File: src/rtl/clk_sel_ctrl.sv
// clk_sel_ctrl: break-before-make sequencer for a two-source glitch-free
// clock mux. It turns a select level into an ordered sequence: disable the
// old source, wait for its resynchronised feedback to report "off", then
// enable the new source and wait for "running". Each wait is bounded by a
// timeout that forces progress and raises a sticky error flag.
//
// Ports:
//   clk      control clock, all state updates on rising edge
//   rst      synchronous active-high reset
//   sel      requested source (0/1), synchronous to clk
//   fb0/fb1  asynchronous "source running" feedback from each flop chain
//   err_clr  one-cycle pulse clearing err
//   en0/en1  registered enables toward each source's flop chain
//   cur_sel  source currently committed
//   busy     high while a switch is in progress
//   done     one-cycle pulse when a switch completes
//   err      sticky timeout flag
module clk_sel_ctrl #(
  parameter int unsigned SYNC_STAGES    = 2,
  parameter int unsigned TIMEOUT_CYCLES = 64,
  parameter int unsigned CNT_W          = 8
) (
  input  logic clk,
  input  logic rst,
  input  logic sel,
  input  logic fb0,
  input  logic fb1,
  input  logic err_clr,
  output logic en0,
  output logic en1,
  output logic cur_sel,
  output logic busy,
  output logic done,
  output logic err
);

  // Timeout fires on the cycle the counter would step onto TIMEOUT_CYCLES,
  // so a wait state lasts at most TIMEOUT_CYCLES cycles.
  localparam logic [CNT_W-1:0] CNT_LAST = CNT_W'(TIMEOUT_CYCLES - 1);

  typedef enum logic [1:0] {
    RUN   = 2'd0,
    STOP  = 2'd1,
    START = 2'd2
  } state_t;

  state_t                 state_q, state_d;
  logic [SYNC_STAGES-1:0] fb0_sync_q, fb0_sync_d;
  logic [SYNC_STAGES-1:0] fb1_sync_q, fb1_sync_d;
  logic [CNT_W-1:0]       cnt_q, cnt_d;
  logic                   tgt_q, tgt_d;
  logic                   cur_sel_q, cur_sel_d;
  logic                   en0_q, en0_d;
  logic                   en1_q, en1_d;
  logic                   busy_q, busy_d;
  logic                   done_q, done_d;
  logic                   err_q, err_d;

  logic fb0_s, fb1_s;
  logic fb_old_c, fb_new_c, timeout_c;

  // Feedback resynchronisers: shift in at bit 0, consume the top bit.
  always_comb begin
    fb0_sync_d = {fb0_sync_q[SYNC_STAGES-2:0], fb0};
    fb1_sync_d = {fb1_sync_q[SYNC_STAGES-2:0], fb1};
  end

  assign fb0_s = fb0_sync_q[SYNC_STAGES-1];
  assign fb1_s = fb1_sync_q[SYNC_STAGES-1];

  assign fb_old_c  = cur_sel_q ? fb1_s : fb0_s;
  assign fb_new_c  = tgt_q ? fb1_s : fb0_s;
  assign timeout_c = (state_q != RUN) && (cnt_q >= CNT_LAST);

  // Next-state, counter and registered-output computation.
  always_comb begin
    state_d   = state_q;
    tgt_d     = tgt_q;
    cur_sel_d = cur_sel_q;
    done_d    = 1'b0;
    err_d     = err_q;

    unique case (state_q)
      RUN: begin
        if (sel != cur_sel_q) begin
          tgt_d   = sel;
          state_d = STOP;
        end
      end
      STOP: begin
        if (!fb_old_c || timeout_c) begin
          state_d = START;
        end
      end
      START: begin
        if (fb_new_c || timeout_c) begin
          state_d   = RUN;
          cur_sel_d = tgt_q;
          done_d    = 1'b1;
        end
      end
      default: state_d = START;
    endcase

    // Counter restarts on every state entry and only advances while waiting.
    if (state_d != state_q || state_q == RUN) begin
      cnt_d = '0;
    end else begin
      cnt_d = cnt_q + CNT_W'(1);
    end

    // Set has priority over clear.
    if (err_clr) begin
      err_d = 1'b0;
    end
    if (timeout_c) begin
      err_d = 1'b1;
    end

    // Enables come from the next state so they switch with the state edge;
    // each branch drives at most one enable high.
    en0_d  = ((state_d == RUN) && !cur_sel_d) || ((state_d == START) && !tgt_d);
    en1_d  = ((state_d == RUN) &&  cur_sel_d) || ((state_d == START) &&  tgt_d);
    busy_d = (state_d != RUN);
  end

  // State and output registers.
  always_ff @(posedge clk) begin
    if (rst) begin
      state_q    <= START;
      fb0_sync_q <= '0;
      fb1_sync_q <= '0;
      cnt_q      <= '0;
      tgt_q      <= 1'b0;
      cur_sel_q  <= 1'b0;
      en0_q      <= 1'b0;
      en1_q      <= 1'b0;
      busy_q     <= 1'b1;
      done_q     <= 1'b0;
      err_q      <= 1'b0;
    end else begin
      state_q    <= state_d;
      fb0_sync_q <= fb0_sync_d;
      fb1_sync_q <= fb1_sync_d;
      cnt_q      <= cnt_d;
      tgt_q      <= tgt_d;
      cur_sel_q  <= cur_sel_d;
      en0_q      <= en0_d;
      en1_q      <= en1_d;
      busy_q     <= busy_d;
      done_q     <= done_d;
      err_q      <= err_d;
    end
  end

  assign en0     = en0_q;
  assign en1     = en1_q;
  assign cur_sel = cur_sel_q;
  assign busy    = busy_q;
  assign done    = done_q;
  assign err     = err_q;

endmodule

File: config.mk
export PLATFORM = sky130hd
export DESIGN_NAME = clk_sel_ctrl
export DESIGN_NICKNAME = d
export VERILOG_FILES = /design/src/rtl/clk_sel_ctrl.sv
export SDC_FILE = /design/constraint.sdc
export NUM_CORES = 1
export LEC_CHECK = 0
export BUFFER_PORTS_ARGS = -buffer_cell sky130_fd_sc_hd__buf_2
export CORE_ASPECT_RATIO = 1.4
export CORE_MARGIN = 2
export CORE_UTILIZATION = 45
export DETAILED_ROUTE_END_ITERATION = 12
export PLACE_DENSITY_LB_ADDON = 0.15
export SLEW_MARGIN = 20
export SYNTH_ARGS = -nofsm -noshare
export SYNTH_HDL_FRONTEND = slang
export SYNTH_SLANG_ARGS = --single-unit
File: constraint.sdc
create_clock -name clk -period 1.5 [get_ports clk]
set_clock_uncertainty 0.15 [all_clocks]
set_input_delay 0.15 -clock clk [delete_from_list [all_inputs] [get_ports clk]]
set_output_delay 0.15 -clock clk [all_outputs]
set_load 0.02 [all_outputs]
==> flow_metrics.py <==
metrics = {
    "clock_tree": {
        "cts_tree": "done",
        "max-clock-path-buffers": 2,
        "cts_root_buffer": "sky130_fd_sc_hd__clkbuf_4",
        "cts.htree.levels": 1,
        "path_clk_slew_ps": 110,
        "num_clock_sinks": 21,
        "insertion_delay_ps": 310,
        "cts_inserted_buffers": 3,
    },
    "timing": {
        "final_max_slew_viol_count": 0,
        "final_period_minus_worst_setup_slack_ps": 1590,
        "finalSetupViolations": 10,
        "timing.final.crit_share_pct": 106,
        "setup_ws_ps": -90.9,
        "unrepaired_setup_endpoints_after_global_routing": "yes",
        "fin_setup_tns_ps": -514,
        "achievable-frequency_mhz": 629,
        "hold_viol_final": 0,
    },
    "yosys": {
        "ys_ff_latch": 21,
        "synth_cell_type_count": 35,
        "synth_warn": 0,
        "synthesis.area_per_instance_um2": 9.73,
        "mappedNetlistArea_um2": 866,
        "seq_area_frac_synth_pct": 48.6,
        "syn_inst": 89,
    },
    "global_route": {
        "grt_pass1_vias": 733,
        "grt_pass1_wl_um": 2850,
        "maximum_number_of_pins_on_one_net_before_global_route_repair": 16,
        "globalRouteOverflowTotal": 0,
        "grt_antenna_before_repair": 0,
        "groute.usage.overall_pct": 17.5,
    },
    "routing": {
        "pre_antenna_drt_iters": 4,
        "drc": 0,
        "detailroute.via_count": 742,
        "route.detailed.vias_per_inst": 5.26,
        "routed_wire_length_per_instance_um": 12.8,
        "antenna_violating_nets_post_route": 0,
        "dr.first_iter.drc_count": 6,
        "detail_route.wirelength_um": 1810,
    },
    "final_layout": {
        "post_route_cells_drive_above_1_share_pct": 38.0,
        "filler_cell_count": 167,
        "layout_cells_excl_fill": 141,
        "layout.cells.most_common_list": "sky130_fd_sc_hd__dfxtp_1, sky130_fd_sc_hd__buf_4, sky130_fd_sc_hd__nor2_1, sky130_fd_sc_hd__buf_2, sky130_fd_sc_hd__nor2b_1",
        "final_core_util_pct": 65.8,
        "flow.area_growth_from_synthesis_pct": 35.1,
        "finalInstanceArea_um2": 1170,
        "antennaDiodeCount": 0,
        "nets_final": 129,
    },
    "die": {
        "design.core.area_um2": 1780,
        "start_util_pct": 48.7,
        "floorplan.io_pins": 12,
        "rows": 18,
        "die_area_um2": 2300,
        "dieHeight_um": 55.9,
        "die_width_um": 41.1,
    },
    "power": {
        "vdd_ir_drop_max_uv": 722,
        "p_leak_uw": 0.000498,
        "post-layout-total-power_uw": 1080,
        "powerDensity_nw_per_um2": 926,
    },
    "worst_hold_path": {
        "hold_path.class": "in2reg",
    },
    "setup_path": {
        "worst_ep_required_time_ps": 1580,
        "timing.critical_path.to_type": "register",
        "list_of_cells_traversed_by_the_critical_path": "ha_4 -> nand4_4 -> o211a_4 -> a211o_1 -> o32ai_2",
        "worst-path-buf-inv": 0,
        "cp.arrival_ps": 1670,
        "critical_path.slowest_cell": "sky130_fd_sc_hd__dfxtp_2",
        "cp-start-kind": "register",
        "criticalPathCategory": "reg2reg",
        "critical_path.max_stage_delay_ps": 370,
        "timing.critical_path.max_delay_family": "compound AO/OA/AOI/OAI gates",
        "crit_fanout": 5,
    },
    "placed_design": {
        "dp.cells": 133,
        "place.port_buffers": 11,
        "dp.final_hpwl_um": 1250,
        "place.gp.congestion": 0.766,
        "dpl_cell_area_um2": 1070,
    },
    "status": {
        "status": "complete, but fails checks",
        "failing_checks": "setup timing",
    },
    "flow_run": {
        "max-cap-violations": 0,
    },
}
cells in the mapped netlist:
library cell	n	area [um2]
sky130_fd_sc_hd__a2111oi_1	1	10.0
sky130_fd_sc_hd__a211o_1	2	17.5
sky130_fd_sc_hd__a211oi_1	2	15.0
sky130_fd_sc_hd__a21boi_0	1	7.51
sky130_fd_sc_hd__a21oi_1	1	5.00
sky130_fd_sc_hd__a2bb2oi_1	1	8.76
sky130_fd_sc_hd__and2_1	3	18.8
sky130_fd_sc_hd__buf_2	2	10.0
sky130_fd_sc_hd__clkbuf_1	1	3.75
sky130_fd_sc_hd__conb_1	1	3.75
sky130_fd_sc_hd__dfxtp_1	21	420
sky130_fd_sc_hd__ha_1	1	12.5
sky130_fd_sc_hd__inv_1	3	11.3
sky130_fd_sc_hd__mux2_2	1	11.3
sky130_fd_sc_hd__mux2i_1	1	10.0
sky130_fd_sc_hd__nand2_1	2	7.51
sky130_fd_sc_hd__nand2b_1	2	12.5
sky130_fd_sc_hd__nand3_1	2	10.0
sky130_fd_sc_hd__nand3b_1	2	15.0
sky130_fd_sc_hd__nand4_2	1	12.5
sky130_fd_sc_hd__nor2_1	12	45.0
sky130_fd_sc_hd__nor2b_1	6	37.5
sky130_fd_sc_hd__nor3_1	3	15.0
sky130_fd_sc_hd__o2111a_1	1	11.3
sky130_fd_sc_hd__o211a_1	1	10.0
sky130_fd_sc_hd__o211ai_1	3	22.5
sky130_fd_sc_hd__o21a_1	1	7.51
sky130_fd_sc_hd__o21ai_0	1	5.00
sky130_fd_sc_hd__o21bai_1	1	7.51
sky130_fd_sc_hd__o2bb2ai_1	1	8.76
sky130_fd_sc_hd__o32ai_2	1	16.3
sky130_fd_sc_hd__or2_2	1	6.26
sky130_fd_sc_hd__or3_1	1	6.26
sky130_fd_sc_hd__xnor2_1	2	17.5
sky130_fd_sc_hd__xor2_1	3	26.3
per-stage QoR:
step	hold WS [ps]	setup WS, ps
2_1_floorplan	71.6	-27.1
3_3_place_gp	215	-85.2
3_5_place_dp	217	-89.2
4_1_cts	20.4	-93.5
5_1_grt	49.3	-146
6_report	30.7	-90.9
per-layer routing:
layer | track usage (%) | wire (um) | vias to the layer above
met5 | 0 | 0 | -
met4 | 8.57 | 31 | 0
li1 | - | - | 373
met1 | 20.8 | 748 | 354
met2 | 28.6 | 979 | 11
met3 | 2.40 | 47 | 4
cell families (layout without fill, tap and decap cells):
kind of cell / Yosys count / count (layout) / share of synthesized area, %
AND/OR/NAND/NOR: 35 / 35 / 21.5
flip-flops: 21 / 21 / 48.6
AO/OA/AOI/OAI: 18 / 18 / 17.6
buffers and inverters: 6 / 37 / 2.89
XOR/XNOR: 5 / 5 / 5.06
multiplexers: 2 / 2 / 2.46
adder cells (fa/ha/maj): 1 / 1 / 1.44
other: 1 / 2 / 0.433
final timing paths:
kind,from,endpoint,slack [ps],cells after the start
setup / recovery,cnt_q[0],en1,-90,5
hold / removal,rst,state_q[0],30,2
setup reg to reg,cnt_q[0],en1,-90,5
hold reg to reg,fb0_sync_q[0],fb0_sync_q[1],300,1
final cells by class:
cell class                 count  area (um2)  area share (%)
clock buffer                   4        26.3            2.25
inverter                       3        11.3           0.963
multi-input combinational     63         475            40.6
sequential                    21         427            36.5
tap                           20        25.0            2.14
timing repair buffer          30         205            17.5
sequential cells by signal, summed over array words and instances, names as in the netlist, 2 cells and up:
name,count
cnt_q,8
fb0_sync_q,2
fb1_sync_q,2
state_q,2
what timing repair did:
action,CTS,global route
resized for setup,1,7
pin swaps,2,4
hold buffers,3,0
buffers inserted,1,1
setup endpoints to repair,11,12
endpoints found under the hold margin,3,0
where the power goes:
part           switching [uW]  internal (uW)
Clock                     174            104
Combinational            94.9           98.1
Sequential               21.4            591
Total                     290            793
Note: power is estimated with default switching activity, not from simulation.
